--- config.mk ---
export PLATFORM = sky130hd
export DESIGN_NAME = scomp2_signmag_serial
export DESIGN_NICKNAME = d
export VERILOG_FILES = /design/src/rtl/scomp2_signmag_serial.sv
export SDC_FILE = /design/constraint.sdc
export NUM_CORES = 1
export LEC_CHECK = 0
export BUFFER_PORTS_ARGS = -buffer_cell sky130_fd_sc_hd__buf_2
export CORE_MARGIN = 2
export CORE_UTILIZATION = 50
export DETAILED_ROUTE_END_ITERATION = 16
export GPL_ROUTABILITY_DRIVEN = 1
export PLACE_DENSITY_LB_ADDON = 0.1
export SYNTH_ARGS = -nofsm -noshare
export SYNTH_HDL_FRONTEND = slang
export SYNTH_SLANG_ARGS = --single-unit
--- constraint.sdc ---
create_clock -name clk -period 2 [get_ports clk]
set_input_delay 0 -clock clk [delete_from_list [all_inputs] [get_ports clk]]
set_output_delay 0 -clock clk [all_outputs]
set_load 0.005 [all_outputs]
--- src/rtl/scomp2_signmag_serial.sv ---
// scomp2_signmag_serial
// Bit-serial two's-complement to sign-magnitude converter.
// A (W+1)-bit two's-complement word is accepted on an in_valid/in_ready
// handshake. It is then walked LSB-first, one bit per clock. Bits are copied
// until the first one; for negative words every later bit is inverted. The
// result is presented as sign, W-bit magnitude and an overflow flag on an
// out_valid/out_ready handshake.
//
// Ports:
//   clk        rising-edge clock
//   rst        asynchronous active-high reset
//   in_valid   input word valid
//   in_ready   block can accept a word (state == IDLE, combinational)
//   in_data    (W+1)-bit two's-complement word, bit W is the sign
//   out_valid  result valid (registered)
//   out_ready  downstream accepts result
//   out_sign   sign of the captured word (registered)
//   out_mag    W-bit magnitude (registered)
//   out_ovf    magnitude equals 2^W, i.e. input was -2^W (registered)
//   busy       high in SHIFT or DONE
//
// state | meaning
// ------+-----------------------------------------------------------
// IDLE  | waiting for a word, in_ready high
// SHIFT | converting one bit per clock, W+1 clocks
// DONE  | result held on the outputs until out_ready

module scomp2_signmag_serial #(
    parameter int W = 8
) (
    input  logic         clk,
    input  logic         rst,
    input  logic         in_valid,
    output logic         in_ready,
    input  logic [W:0]   in_data,
    output logic         out_valid,
    input  logic         out_ready,
    output logic         out_sign,
    output logic [W-1:0] out_mag,
    output logic         out_ovf,
    output logic         busy
);

    localparam int CW = $clog2(W + 1);

    typedef enum logic [1:0] {
        IDLE  = 2'd0,
        SHIFT = 2'd1,
        DONE  = 2'd2
    } state_t;

    state_t        state;
    logic [W:0]    sr;
    logic [W:0]    acc;
    logic [CW-1:0] cnt;
    logic          sign;
    logic          seen_one;

    logic          bit_in;
    logic          res_bit;
    logic [W:0]    acc_next;

    // Copy bits up to and including the first one; invert afterwards when negative.
    assign bit_in   = sr[0];
    assign res_bit  = (sign & seen_one) ? ~bit_in : bit_in;
    assign acc_next = {res_bit, acc[W:1]};

    assign in_ready = (state == IDLE);
    assign busy     = (state != IDLE);

    always_ff @(posedge clk or posedge rst) begin
        if (rst) begin
            state     <= IDLE;
            sr        <= '0;
            acc       <= '0;
            cnt       <= '0;
            sign      <= 1'b0;
            seen_one  <= 1'b0;
            out_valid <= 1'b0;
            out_sign  <= 1'b0;
            out_mag   <= '0;
            out_ovf   <= 1'b0;
        end else begin
            case (state)
                IDLE: begin
                    if (in_valid) begin
                        sr       <= in_data;
                        sign     <= in_data[W];
                        seen_one <= 1'b0;
                        cnt      <= '0;
                        acc      <= '0;
                        state    <= SHIFT;
                    end
                end
                SHIFT: begin
                    acc      <= acc_next;
                    sr       <= {1'b0, sr[W:1]};
                    seen_one <= seen_one | bit_in;
                    cnt      <= cnt + 1'b1;
                    if (cnt == CW'(W)) begin
                        // Last bit: the sign position lands in acc[W], which is
                        // set only for -2^W.
                        out_mag   <= acc_next[W-1:0];
                        out_ovf   <= acc_next[W];
                        out_sign  <= sign;
                        out_valid <= 1'b1;
                        state     <= DONE;
                    end
                end
                DONE: begin
                    if (out_ready) begin
                        out_valid <= 1'b0;
                        state     <= IDLE;
                    end
                end
                default: begin
                    state     <= IDLE;
                    out_valid <= 1'b0;
                end
            endcase
        end
    end

endmodule

Word level (Yosys, flattened, before mapping)
Index checks and enable logic that the tools add are counted.
{ "totals": {"register_bits": 37, "inputBits": 13, "out_inout_bits": 13, "word_cells": 45} }
{ "op_classes": {"add_sub_neg": 1, "eq_ne": 6, "n_mux": 16, "bitwise_logic": 4, "reduce_logical": 8} }
{ "op_table": {"columns": ["cell", "count"], "rows": [
  ["$pmux 9 s2", 2],
  ["$mux 9", 2],
  ["$pmux 4 s2", 1],
  ["$mux 2", 3],
  ["$ne 2x2->1 const B", 3],
  ["$pmux 2 s3", 1],
  ["$reduce_and 2->1", 3],
  ["$reduce_and 3->1", 2],
  ["$add 4x1->4 const B", 1],
  ["$eq 4x4->1 const B", 1],
  ["$mux 1", 4],
  ["$mux 4", 1],
  ["$reduce_bool 2->1", 2],
  ["$pmux 1 s3", 1],
  ["$eq 2x1->1 const B", 1],
  ["$eq 2x2->1 const B", 1],
  ["$logic_not 2->1", 1],
  ["$not 1->1", 2],
  ["$pmux 1 s2", 1],
  ["$and 1x1->1", 1],
  ["$or 1x1->1", 1]
]} }

Longest topological paths before layout
Gate-level depths: netlist of the first run.
{ "depth": {"depth_word": 3, "ltp_mapped": 6, "ltp_nobuf": 5} }

Worst setup path after synthesis of the first run
Ideal clock, no wire load.
{ "synth_timing": {"kind": "register to register", "startpoint": "register cnt[0]", "endpoint": "register out_mag[2]", "setup_time_ns": 0.125, "arrival_time_ns": 1.350, "required_time_ns": 1.875, "slack_ns": 0.525, "stages_incl_launch_ff": 7, "n_path_buf": 1, "period_less_slack_ns": 1.475, "cell_sequence": "dfrtp_1 -> inv_1 -> ha_1 -> and3b_1 -> and2_4 -> buf_8 -> mux2_4"} }
{ "synth_via": {"elab_chain_cells": 2} }
{ "synth_rtl": {"columns": ["element", "line_no", "source"], "rows": [
  ["start: declaration", "55", "logic [CW-1:0] cnt;"],
  ["start signal: assignment", "99", "cnt <= cnt + 1'b1;"],
  ["$eq 4x4->1", "100", "if (cnt == CW'(W)) begin"],
  ["$reduce_and 2->1 (no line)", null, null],
  ["end signal: assignment", "103", "out_mag <= acc_next[W-1:0];"],
  ["end: declaration", "39", "output logic [W-1:0] out_mag,"]
]} }
Every way passes these cells.
A chain may end at the register's enable or synchronous reset.

Worst setup path in the final report of the first run
{ "layout_timing": {"startpoint": "register cnt[0]", "endpoint": "register out_mag[0]"} }
Same word-level chain as after synthesis.

==> run summary, run 1 <==
status - finished clean
Setup Crit Path Kind - reg -> reg
Worst Max-Slew Pin Slew - 0.447 ns
multi-input gate area in the final layout - 574 sq um
vias in the first global route - 1,081
Final Power - 2.76 mW
DRC viols - 0
Pleak - 0.940 nW
cells taking the most area after synthesis - dfrtp_1 58%, mux2_4 6.8%, nand2_1 5.1%, nand3_1 3.2%, o22ai_1 3.2%
Crit. End Element - register
worst r2r src - cnt[0]
CP Cell Sequence - inv_1, ha_1, and3b_1, and2_4, mux2_2
proportion of layout cells with a drive suffix above 1 - 26.8%
Ys Warns - 0
Reg-to-Reg End - out_mag[0]
GRT overflow - 0
Initial Utilization - 51.6%
Max Slew Vio Count - 0
final WL - 3.14 mm
Final setup violation count - 0
Post-Syn Instances - 139
Synth cell types - 30
worst vdd ir - 0.650 mV
synthesized area per cell - 11.1 sq um
delay of the slowest critical-path stage - 0.44 ns
Hold WC Path Type - in -> reg
Fillers - 279
routed vias/inst - 5.43
Post-synth ARST share - 100%
CTS buffer count - 5
CTS tree - yes
Post-DP HPWL - 1.96 mm
CTS Buffer Depth - 2
first-pass GRT wire length - 5.26 mm
Tcrit/Tclk final - 80.8%
Starting DRT DRC Count - 74
Root Driver - clkbuf_4
via count - 1,151
FF-to-FF path depth - 5
Slowest-stage cell, CP - dfrtp_1
GP Congestion - 0.719
crit path max fanout - 12
core area - 3000 sq um
mapped cell area - 1550 sq um
Inserted Diodes - 0
Top-Level Pins - 26
Fin Setup TNS - 0 ns
Mapped Nets - 154
area share of the largest cell type after synthesis - 58.2%
final net count - 193
DR pass1 iterations - 4
chip height - 59.7 microns
IO buf count - 25
reg2reg setup slack - 0.38 ns
CTS Sinks - 36
Synth area leader - dfrtp_1
Max-Cap Viols - 0
CP Launch Type - register
Detail Route Antenna Nets - 0
pwr/cell area - 1490 nW/um^2
register area share after synthesis - 58.2%
Final Hold Vio Count - 0
Register Area - 901 sq um
clock latency on the worst-skew pair - 0.34 ns
Final Critical Period - 1.62 ns
most used flip-flop cell after synthesis - dfrtp_1
synth-to-layout area growth - 19.8%
CP startpoint - cnt[0]
CP Data Required Time - 2.23 ns
initial antenna violation count - 0
largest net degree at the start of global routing - 37
Seq cells post-synth - 36
worst-case clock skew - 0.00821 ns
Clock H-tree levels - 2
crit path DAT - 1.84 ns
Fmax - 619 MHz
Die Footprint - 3560 sq um
Post-synth EDFFs - 0
RSZ-0062 raised after global routing - no
Slew headroom - 70.2%
total track usage - 20.2%
Die W - 59.7 microns
clk slew on worst S/H paths - 0.10 ns
end of the critical path - out_mag[0]
average routed wire per standard cell - 14.8 microns
# rows - 20
worst max-delay path, delay by kind of cell (launching register included):
family / cells / cell delay, ns
flops: 1 / 0.44
fa+ha+maj: 1 / 0.14
buf+inv: 1 / 0.08
mux: 1 / 0.36
simple gates: 2 / 0.48
layout make-up:
cell class | instances | area share [%]
Sequential cell | 36 | 48.6
Multi-Input combinational cell | 91 | 31.0
Timing Repair Buffer | 40 | 14.3
Clock buffer | 8 | 3.17
Tap cell | 33 | 2.23
Inverter | 4 | 0.809
sequential cells by signal, indices dropped and copies added (netlist names):
name       count
sign           1
out_valid      1
seen_one       1
state          2
out_mag        8
out_sign       1
cnt            4
acc            8
sr             9
out_ovf        1
metrics by stage:
step	hold slack (ns)	area, sq um	worst slack (ns)	std cells	util (%)
after global routing	0.0583	1860	0.313	212	61.8
after floorplan	0.124	1550	0.525	139	-
after global placement	0.114	1690	0.491	193	56.2
after CTS	0.0328	1860	0.385	212	61.8
final	0.0433	1860	0.384	212	61.8
after detailed placement	0.121	1690	0.404	193	56.2
Yosys cell counts (2+ instances only):
cell,number
dfrtp_1,36
nand2_1,21
nor2_1,11
nand3_1,10
nor3_1,8
o22ai_1,8
mux2_4,7
buf_2,5
inv_1,4
o21ai_0,4
a21oi_1,3
ha_1,2
mux2_2,2
xor2_1,2
timing repair:
action / CTS / global route
resized for setup: 0 / 0
hold buffers: 11 / 0
hold endpoints to repair: 48 / 0
endpoints found under the setup margin: 0 / 0
buffers inserted: 0 / 0
metal layers:
| metal | part of all wire [%] | global-route usage, % | vias up |
|---|---|---|---|
| met5 | 0 | 0 | - |
| met4 | 1.5 | 8.25 | 0 |
| met3 | 5.2 | 7.36 | 6 |
| li1 | - | - | 551 |
| met1 | 45 | 27.0 | 556 |
| met2 | 48 | 29.7 | 38 |
kinds of logic after synthesis:
group | after synthesis | synth area share [%]
flip-flops | 36 | 58.2
adder cells (fa/ha/maj) | 2 | 1.62
AO/OA/AOI/OAI | 18 | 6.95
multiplexers | 10 | 8.89
XOR/XNOR | 2 | 1.13
buffers and inverters | 12 | 4.77
AND/OR/NAND/NOR | 59 | 18.5
worst min path at each step:
stage | from | to | slack (ns) | cells after the start
6_report | in_valid | cnt[2] | 0.04 | 3
5_1_grt | in_valid | cnt[2] | 0.06 | 3
4_1_cts | in_valid | cnt[2] | 0.03 | 3
3_5_place_dp | rst | acc[2] | 0.12 | 3
3_3_place_gp | rst | acc[2] | 0.11 | 3
2_1_floorplan | in_data[8] | sign | 0.12 | 2
where the power goes:
part	leakage (nW)	switching, mW	internal [mW]	total, mW
logic	0.462	0.548	0.518	1.07
clock network	0.0326	0.226	0.173	0.400
registers	0.446	0.232	1.06	1.29
total	0.940	1.01	1.75	2.76
cell usage in the layout, fill, tap and decap left out, types with 3 or more instances in the layout:
| master | netlist | final |
|---|---|---|
| clkbuf_4 | 0 | 5 |
| a21oi_1 | 3 | 3 |
| nand2_1 | 21 | 21 |
| mux2_4 | 7 | 7 |
| nor3_1 | 8 | 8 |
| dfrtp_1 | 36 | 36 |
| dlygate4sd3_1 | 0 | 11 |
| nor2_1 | 11 | 11 |
| inv_1 | 4 | 4 |
| buf_4 | 1 | 4 |
| nand3_1 | 10 | 10 |
| o21ai_0 | 4 | 4 |
| o22ai_1 | 8 | 8 |
| buf_2 | 5 | 25 |
Note: power is estimated with default switching activity, not from simulation.
==> run 2: changes to the inputs <==
--- a/config.mk
+++ b/config.mk
@@ -5,9 +5,10 @@
 export SDC_FILE = /design/constraint.sdc
 export NUM_CORES = 1
 export LEC_CHECK = 0
+export ABC_AREA = 1
 export BUFFER_PORTS_ARGS = -buffer_cell sky130_fd_sc_hd__buf_2
 export CORE_MARGIN = 2
-export CORE_UTILIZATION = 50
+export CORE_UTILIZATION = 49
 export DETAILED_ROUTE_END_ITERATION = 16
 export GPL_ROUTABILITY_DRIVEN = 1
 export PLACE_DENSITY_LB_ADDON = 0.1
==> constraint.sdc (replaced) <==
create_clock -name clk -period 1.3 [get_ports clk]
set_input_delay 0 -clock clk [delete_from_list [all_inputs] [get_ports clk]]
set_output_delay 0 -clock clk [all_outputs]
set_load 0.005 [all_outputs]
==> run 2 against run 1 <==
Compared with the run above: design area grew 8.8%; core utilization grew 3.8 points; register-to-register slack lost 0.35 ns.
==> run summary, run 2 <==
final WL - 3.53 mm (was 3.14 mm)
Non-Filler Instances - 285 (was 212)
IO buf count - 25 (unchanged)
first-pass GRT wire length - 5.91 mm (was 5.26 mm)
initial antenna violation count - 0 (unchanged)
Setup Crit Path Kind - reg -> reg (unchanged)
Fin Setup TNS - 0 ns (unchanged)
number of flip-flops under the largest register name - 9 (unchanged)
CTS Sinks - 36 (unchanged)
most common cell after layout, fill and taps aside - nand2_1 (was dfrtp_1)
Final Critical Period - 1.26 ns (was 1.62 ns)
CTS Buffer Depth - 2 (unchanged)
largest net degree at the start of global routing - 37 (unchanged)
Fillers - 284 (was 279)
vias in the first global route - 1,279 (was 1,081)
mapped cell area - 1590 sq um (was 1550 sq um)
register area share after synthesis - 56.6% (was 58.2%)
Mapped Nets - 208 (was 154)
# rows - 20 (unchanged)
area share of the largest cell type after synthesis - 56.6% (was 58.2%)
Max-Cap Viols - 0 (unchanged)
most frequent cells in the layout - 101 x nand2_1, 35 x dfrtp_1, 25 x buf_2 (was 36 x dfrtp_1, 25 x buf_2, 21 x nand2_1)
met2 Use GR - 33.9% (was 29.7%)
multi-input gate area in the final layout - 622 sq um (was 574 sq um)
CP Data Required Time - 1.59 ns (was 2.23 ns)
synth-to-layout area growth - 26.8% (was 19.8%)
Post-synth ARST share - 100% (unchanged)
Pleak - 1.12 nW (was 0.940 nW)
Hold WS - 0.288 ns (was 0.0433 ns)
GRT overflow - 0 (unchanged)
proportion of layout cells with a drive suffix above 1 - 22.0% (was 26.8%)
met3 usage - 5.88% (was 7.36%)
Slew headroom - 70.2% (about the same)
Final setup violation count - 0 (unchanged)
Ys Warns - 0 (unchanged)
Largest regs - sr x9, acc x8, out_mag x8 (unchanged)
pwr/cell area - 2120 nW/um^2 (was 1490 nW/um^2)
status - finished clean (unchanged)
synthesized area per cell - 8.25 sq um (was 11.1 sq um)
Starting DRT DRC Count - 58 (was 74)
average routed wire per standard cell - 12.4 microns (was 14.8 microns)
Clock H-tree levels - 2 (unchanged)
Final Power - 4.28 mW (was 2.76 mW)
Synth area leader - dfrtp_1 (unchanged)
crit path DAT - 1.55 ns (was 1.84 ns)
crit path max fanout - 10 (was 12)
Top-Level Pins - 26 (unchanged)
chip height - 61.0 microns (was 59.7 microns)
Seq cells post-synth - 36 (unchanged)
via count - 1,388 (was 1,151)
Register Area - 902 sq um (was 901 sq um)
final net count - 256 (was 193)
Die Footprint - 3720 sq um (was 3560 sq um)
DRC viols - 0 (unchanged)
routed vias/inst - 4.87 (was 5.43)
Tcrit/Tclk final - 97.0% (was 80.8%)
final core utilization - 65.6% (was 61.8%)
Post-Syn Instances - 193 (was 139)
total track usage - 22.0% (was 20.2%)
RSZ-0062 raised after global routing - yes (was no)
Max Slew Vio Count - 0 (unchanged)
Hold WC Path Type - in -> async (was in -> reg)
DR pass1 iterations - 5 (was 4)
Final Hold Vio Count - 0 (unchanged)
CP Launch Type - register (unchanged)
CTS buffer count - 5 (unchanged)
Root Driver - clkbuf_4 (unchanged)
dpl cells - 263 (was 193)
core area - 3080 sq um (was 3000 sq um)
cells taking the most area after synthesis - dfrtp_1 57%, nand2_1 24%, nand3_1 4.4%, inv_1 2.4%, o21ai_0 1.9% (was dfrtp_1 58%, mux2_4 6.8%, nand2_1 5.1%, nand3_1 3.2%, o22ai_1 3.2%)
Post-DP HPWL - 2.26 mm (was 1.96 mm)
FF-to-FF path depth - 6 (was 5)
commonest cells in the netlist - 101 x nand2_1, 36 x dfrtp_1, 14 x nand3_1 (was 36 x dfrtp_1, 21 x nand2_1, 11 x nor2_1)
Crit. End Element - register (unchanged)
Inserted Diodes - 0 (unchanged)
met1 Resource Use GR - 30.5% (was 27.0%)
Synth cell types - 21 (was 30)
Detail Route Antenna Nets - 0 (unchanged)
Initial Utilization - 51.7% (was 51.6%)
most used flip-flop cell after synthesis - dfrtp_1 (unchanged)
Post-synth EDFFs - 0 (unchanged)
Fmax - 793 MHz (was 619 MHz)
GRT Max-Usage Layer - met2 (unchanged)
register bank with the most flops - sr (unchanged)
worst vdd ir - 1.09 mV (was 0.650 mV)
worst-case clock skew - 0.00671 ns (was 0.00821 ns)
Worst Max-Slew Pin Slew - 0.447 ns (about the same)
GP Congestion - 0.761 (was 0.719)
clock latency on the worst-skew pair - 0.34 ns (about the same)
CTS tree - yes (unchanged)
clk slew on worst S/H paths - 0.11 ns (was 0.10 ns)
count leader, synth - nand2_1 (was dfrtp_1)
Die W - 61.0 microns (was 59.7 microns)
run 2: cell count changes in the layout (fill, tap and decap cells not counted), sizes merged, moves of 4 or more:
cell   delta
mux2      -9
nand3     +4
nor3      -8
nor2      -7
nand2    +83
inv       +8
o21ai     +5
buf       +5
o22ai     -8
run 2: logic make-up (layout without fill, tap and decap cells):
group                    Yosys count  count (layout)  share of synthesized area, %
buffers and inverters             19              66                          5.73
AO/OA/AOI/OAI                     13              13                          5.26
adder cells (fa/ha/maj)            2               2                          1.57
flip-flops                        36              36                          56.6
AND/OR/NAND/NOR                  123             124                          30.9
run 2: critical path, cell delays in order, from the launching register on:
cell and delay (ns):
dfrtp_1 0.42, inv_1 0.08, ha_1 0.16, nand3_1 0.15, nor2_4 0.24, nand2_1 0.08
nand2_1 0.07
run 2: power breakdown:
group	leakage (nW)	switching, mW	internal (mW)	total, mW
clock	0.0374	0.370	0.307	0.676
sequential	0.466	0.343	1.58	1.92
combinational	0.613	0.961	0.723	1.68
run 2: path summary, 6_finish.rpt:
kind	to	start	slack, ns
max reg2reg	out_mag[2]	cnt[1]	0.04
min in group clk	state[1]	out_ready	0.42
min reg2reg	out_mag[0]	acc[1]	0.48
max	out_mag[2]	cnt[1]	0.04
max in group asynchronous	state[0]	rst	0.67
min	out_mag[7]	rst	0.29
run 2: metrics by stage:
step,instance area (sq um),setup WS [ns]
floorplan,1590,0.0967
global placement,1800,-0.0272
detailed placement,1800,-0.0768
CTS,2010,0.00635
global route,2020,-0.0805
finish,2020,0.0384
run 2: cell type report:
class | instances | area share (%)
Timing Repair Buffer | 46 | 16.1
Tap cell | 44 | 2.73
Sequential cell | 36 | 44.7
Multi-Input combinational cell | 139 | 30.8
Clock buffer | 7 | 3.22
Inverter | 13 | 2.48
run 2: timing repair:
item                                    CTS  global route
gates cloned                              1             0
endpoints found under the hold margin    48             0
hold buffers                             12             0
setup buffers                             1             1
endpoints found under the setup margin   12            26
resized for setup                         4             2
pin swaps                                 1             0
run 2: layer usage:
metal | vias up | share of wire [%] | routed length (microns)
met3 | 6 | 4.3 | 151
met2 | 35 | 50 | 1760
met4 | 0 | 1.4 | 48
met1 | 656 | 44 | 1570
met5 | - | 0 | 0
li1 | 691 | - | -
==> run 3: changes to the inputs <==
--- a/config.mk
+++ b/config.mk
@@ -7,7 +7,7 @@
 export LEC_CHECK = 0
 export ABC_AREA = 1
 export BUFFER_PORTS_ARGS = -buffer_cell sky130_fd_sc_hd__buf_2
-export CORE_MARGIN = 2
+export CORE_MARGIN = 1.5
 export CORE_UTILIZATION = 49
 export DETAILED_ROUTE_END_ITERATION = 16
 export GPL_ROUTABILITY_DRIVEN = 1
==> run 3 against run 2 <==
Compared with the run above: clock skew up 0.0048 ns; setup slack better by 0.0065 ns; critical path depth increased by 1; global-route usage down 0.12 points; core utilization rose by 1.7 points; first-iteration DRC count increased by 14%; via count grew 2.6%; sequential power barely moved; sequential cell count is the same; die area decreased by 3.3%; non-clock buffer count rose by 4; register-to-register slack is essentially flat; highest routed layer unchanged.
==> run summary, run 3 (synthesis results as in run 2) <==
Clock H-tree levels - 2 (unchanged)
final WL - 3.58 mm (was 3.53 mm)
Worst Max-Slew Pin Slew - 0.446 ns (was 0.447 ns)
Root Driver - clkbuf_4 (unchanged)
total track usage - 21.9% (was 22.0%)
DR pass1 iterations - 4 (was 5)
Highest Signal Layer - met4 (unchanged)
Die W - 60.0 microns (was 61.0 microns)
average routed wire per standard cell - 12.4 microns (about the same)
post-route cell area - 2070 sq um (was 2020 sq um)
pwr/cell area - 2100 nW/um^2 (was 2120 nW/um^2)
most common cell after layout, fill and taps aside - nand2_1 (unchanged)
GP Congestion - 0.772 (was 0.761)
Largest regs - sr x9, acc x8, out_mag x8 (unchanged)
first-pass GRT wire length - 5.71 mm (was 5.91 mm)
WP buf/inv - 1 (unchanged)
Register Area - 903 sq um (was 902 sq um)
RSZ-0062 raised after global routing - yes (unchanged)
Final Hold Vio Count - 0 (unchanged)
routed wl met2 - 1.75 mm (was 1.76 mm)
Slew headroom - 70.2% (about the same)
IO buf count - 25 (unchanged)
register bank with the most flops - sr (unchanged)
synth-to-layout area growth - 30.0% (was 26.8%)
clock latency on the worst-skew pair - 0.34 ns (about the same)
GRT overflow - 0 (unchanged)
multi-input gate area in the final layout - 673 sq um (was 622 sq um)
Post-Place Worst Slack - -0.0701 ns (was -0.0768 ns)
delay-heaviest family, CP - simple AND/OR/NAND/NOR gates (unchanged)
CP Cell Sequence - inv_2, ha_4, nand2_2, nor2_4, nand2_4, nand2_1, nand2_1 (was inv_1, ha_1, nand3_1, nor2_4, nand2_1, nand2_1)
Hold WC Path Type - in -> async (unchanged)
final net count - 261 (was 256)
Detail Route Antenna Nets - 0 (unchanged)
CTS Sinks - 36 (unchanged)
worst-case clock skew - 0.0115 ns (was 0.00671 ns)
placed cell area - 1800 sq um (about the same)
Final Critical Period - 1.26 ns (about the same)
Pleak - 1.14 nW (was 1.12 nW)
# rows - 20 (unchanged)
worst vdd ir - 1.17 mV (was 1.09 mV)
Slowest-stage cell, CP - dfrtp_1 (unchanged)
delay of the slowest critical-path stage - 0.44 ns (was 0.42 ns)
clk slew on worst S/H paths - 0.11 ns (about the same)
CP Data Required Time - 1.55 ns (was 1.59 ns)
Top-Level Pins - 26 (unchanged)
CTS tree - yes (unchanged)
core area - 3080 sq um (unchanged)
Max-Cap Viols - 0 (unchanged)
proportion of layout cells with a drive suffix above 1 - 26.4% (was 22.0%)
routed vias/inst - 4.91 (was 4.87)
Fillers - 271 (was 284)
Initial Utilization - 51.7% (unchanged)
chip height - 60.0 microns (was 61.0 microns)
Tcrit/Tclk final - 96.5% (was 97.0%)
largest net degree at the start of global routing - 37 (unchanged)
number of flip-flops under the largest register name - 9 (unchanged)
Max Slew Vio Count - 0 (unchanged)
CP Launch Type - register (unchanged)
DRC viols - 0 (unchanged)
CTS buffer count - 5 (unchanged)
met3 WL - 142 microns (was 151 microns)
Die Footprint - 3600 sq um (was 3720 sq um)
setup ws final - 0.0449 ns (was 0.0384 ns)
Inserted Diodes - 0 (unchanged)
Fin Setup TNS - 0 ns (unchanged)
crit path DAT - 1.50 ns (was 1.55 ns)
crit path max fanout - 6 (was 10)
CTS Buffer Depth - 2 (unchanged)
Fmax - 797 MHz (was 793 MHz)
vias in the first global route - 1,292 (was 1,279)
via count - 1,424 (was 1,388)
initial antenna violation count - 0 (unchanged)
Starting DRT DRC Count - 66 (was 58)
status - finished clean (unchanged)
Setup Crit Path Kind - reg -> reg (unchanged)
crit-path most repeated cell - nand2_1 (unchanged)
Final setup violation count - 0 (unchanged)
Post-DP HPWL - 2.28 mm (was 2.26 mm)
met1 wire length - 1.63 mm (was 1.57 mm)
most frequent cells in the layout - 98 x nand2_1, 34 x dfrtp_1, 25 x buf_2 (was 101 x nand2_1, 35 x dfrtp_1, 25 x buf_2)
Crit. End Element - register (unchanged)
==> run 3: cell types whose count changed in the layout (fill, tap and decap cells not counted), moves of 2 or more <==
cell      delta
clkbuf_8     -2
inv_1        -2
nand2_1      -3
inv_2        +2
buf_4        +5
nand2_4      +3
==> run 3: worst paths after layout <==
| kind | startpoint | slack (ns) | cells past startpoint | endpoint |
|---|---|---|---|---|
| max in group asynchronous | rst | 0.66 | 4 | state[1] |
| hold / removal | rst | 0.29 | 4 | cnt[0] |
| hold reg to reg | acc[1] | 0.48 | 2 | out_mag[0] |
| min in group clk | out_ready | 0.40 | 3 | state[1] |
| setup / recovery | cnt[1] | 0.04 | 7 | out_mag[1] |
| setup reg to reg | cnt[1] | 0.04 | 7 | out_mag[1] |
==> run 3: area by class of cell <==
type,instances,area share (%)
sequential,36,43.6
multi-input combinational,140,32.5
timing repair buffer,50,16.6
tap,44,2.66
inverter,13,2.42
clock buffer,6,1.99
clock inverter,1,0.242
==> run 3: per-stage QoR <==
| stage | cells | utilization [%] | hold slack, ns | power [mW] |
|---|---|---|---|---|
| after floorplan | 193 | - | 0.0967 | 2.93 |
| after global placement | 265 | 58.5 | 0.114 | 3.44 |
| after detailed placement | 265 | 58.5 | 0.123 | 3.53 |
| after CTS | 285 | 64.6 | 0.300 | 4.14 |
| after global routing | 290 | 67.3 | 0.337 | 4.74 |
| final | 290 | 67.3 | 0.292 | 4.36 |
==> run 3: what timing repair did <==
action	4_1_cts	5_1_grt
pin swaps	1	3
setup endpoints to repair	13	29
setup buffers	0	4
hold endpoints to repair	48	0
gates resized for setup	5	14
hold buffers	12	0
gates cloned	1	1
==> run 3: power breakdown <==
group          switching, mW  internal (mW)
clock network          0.355          0.199
logic                   1.04          0.824
registers              0.358           1.58
total                   1.76           2.60
==> run 3: layer usage <==
metal | GRT usage [%] | up-vias
met5 | 0 | -
met4 | 7.62 | 0
met3 | 6.49 | 7
met2 | 35.9 | 40
met1 | 27.4 | 673
li1 | - | 704
==> run 3: tightest hold or removal path, cell delays in order <==
cell and delay (ns):
dlygate4sd3_1 0.53, buf_2 0.12, inv_1 0.04, buf_4 0.39
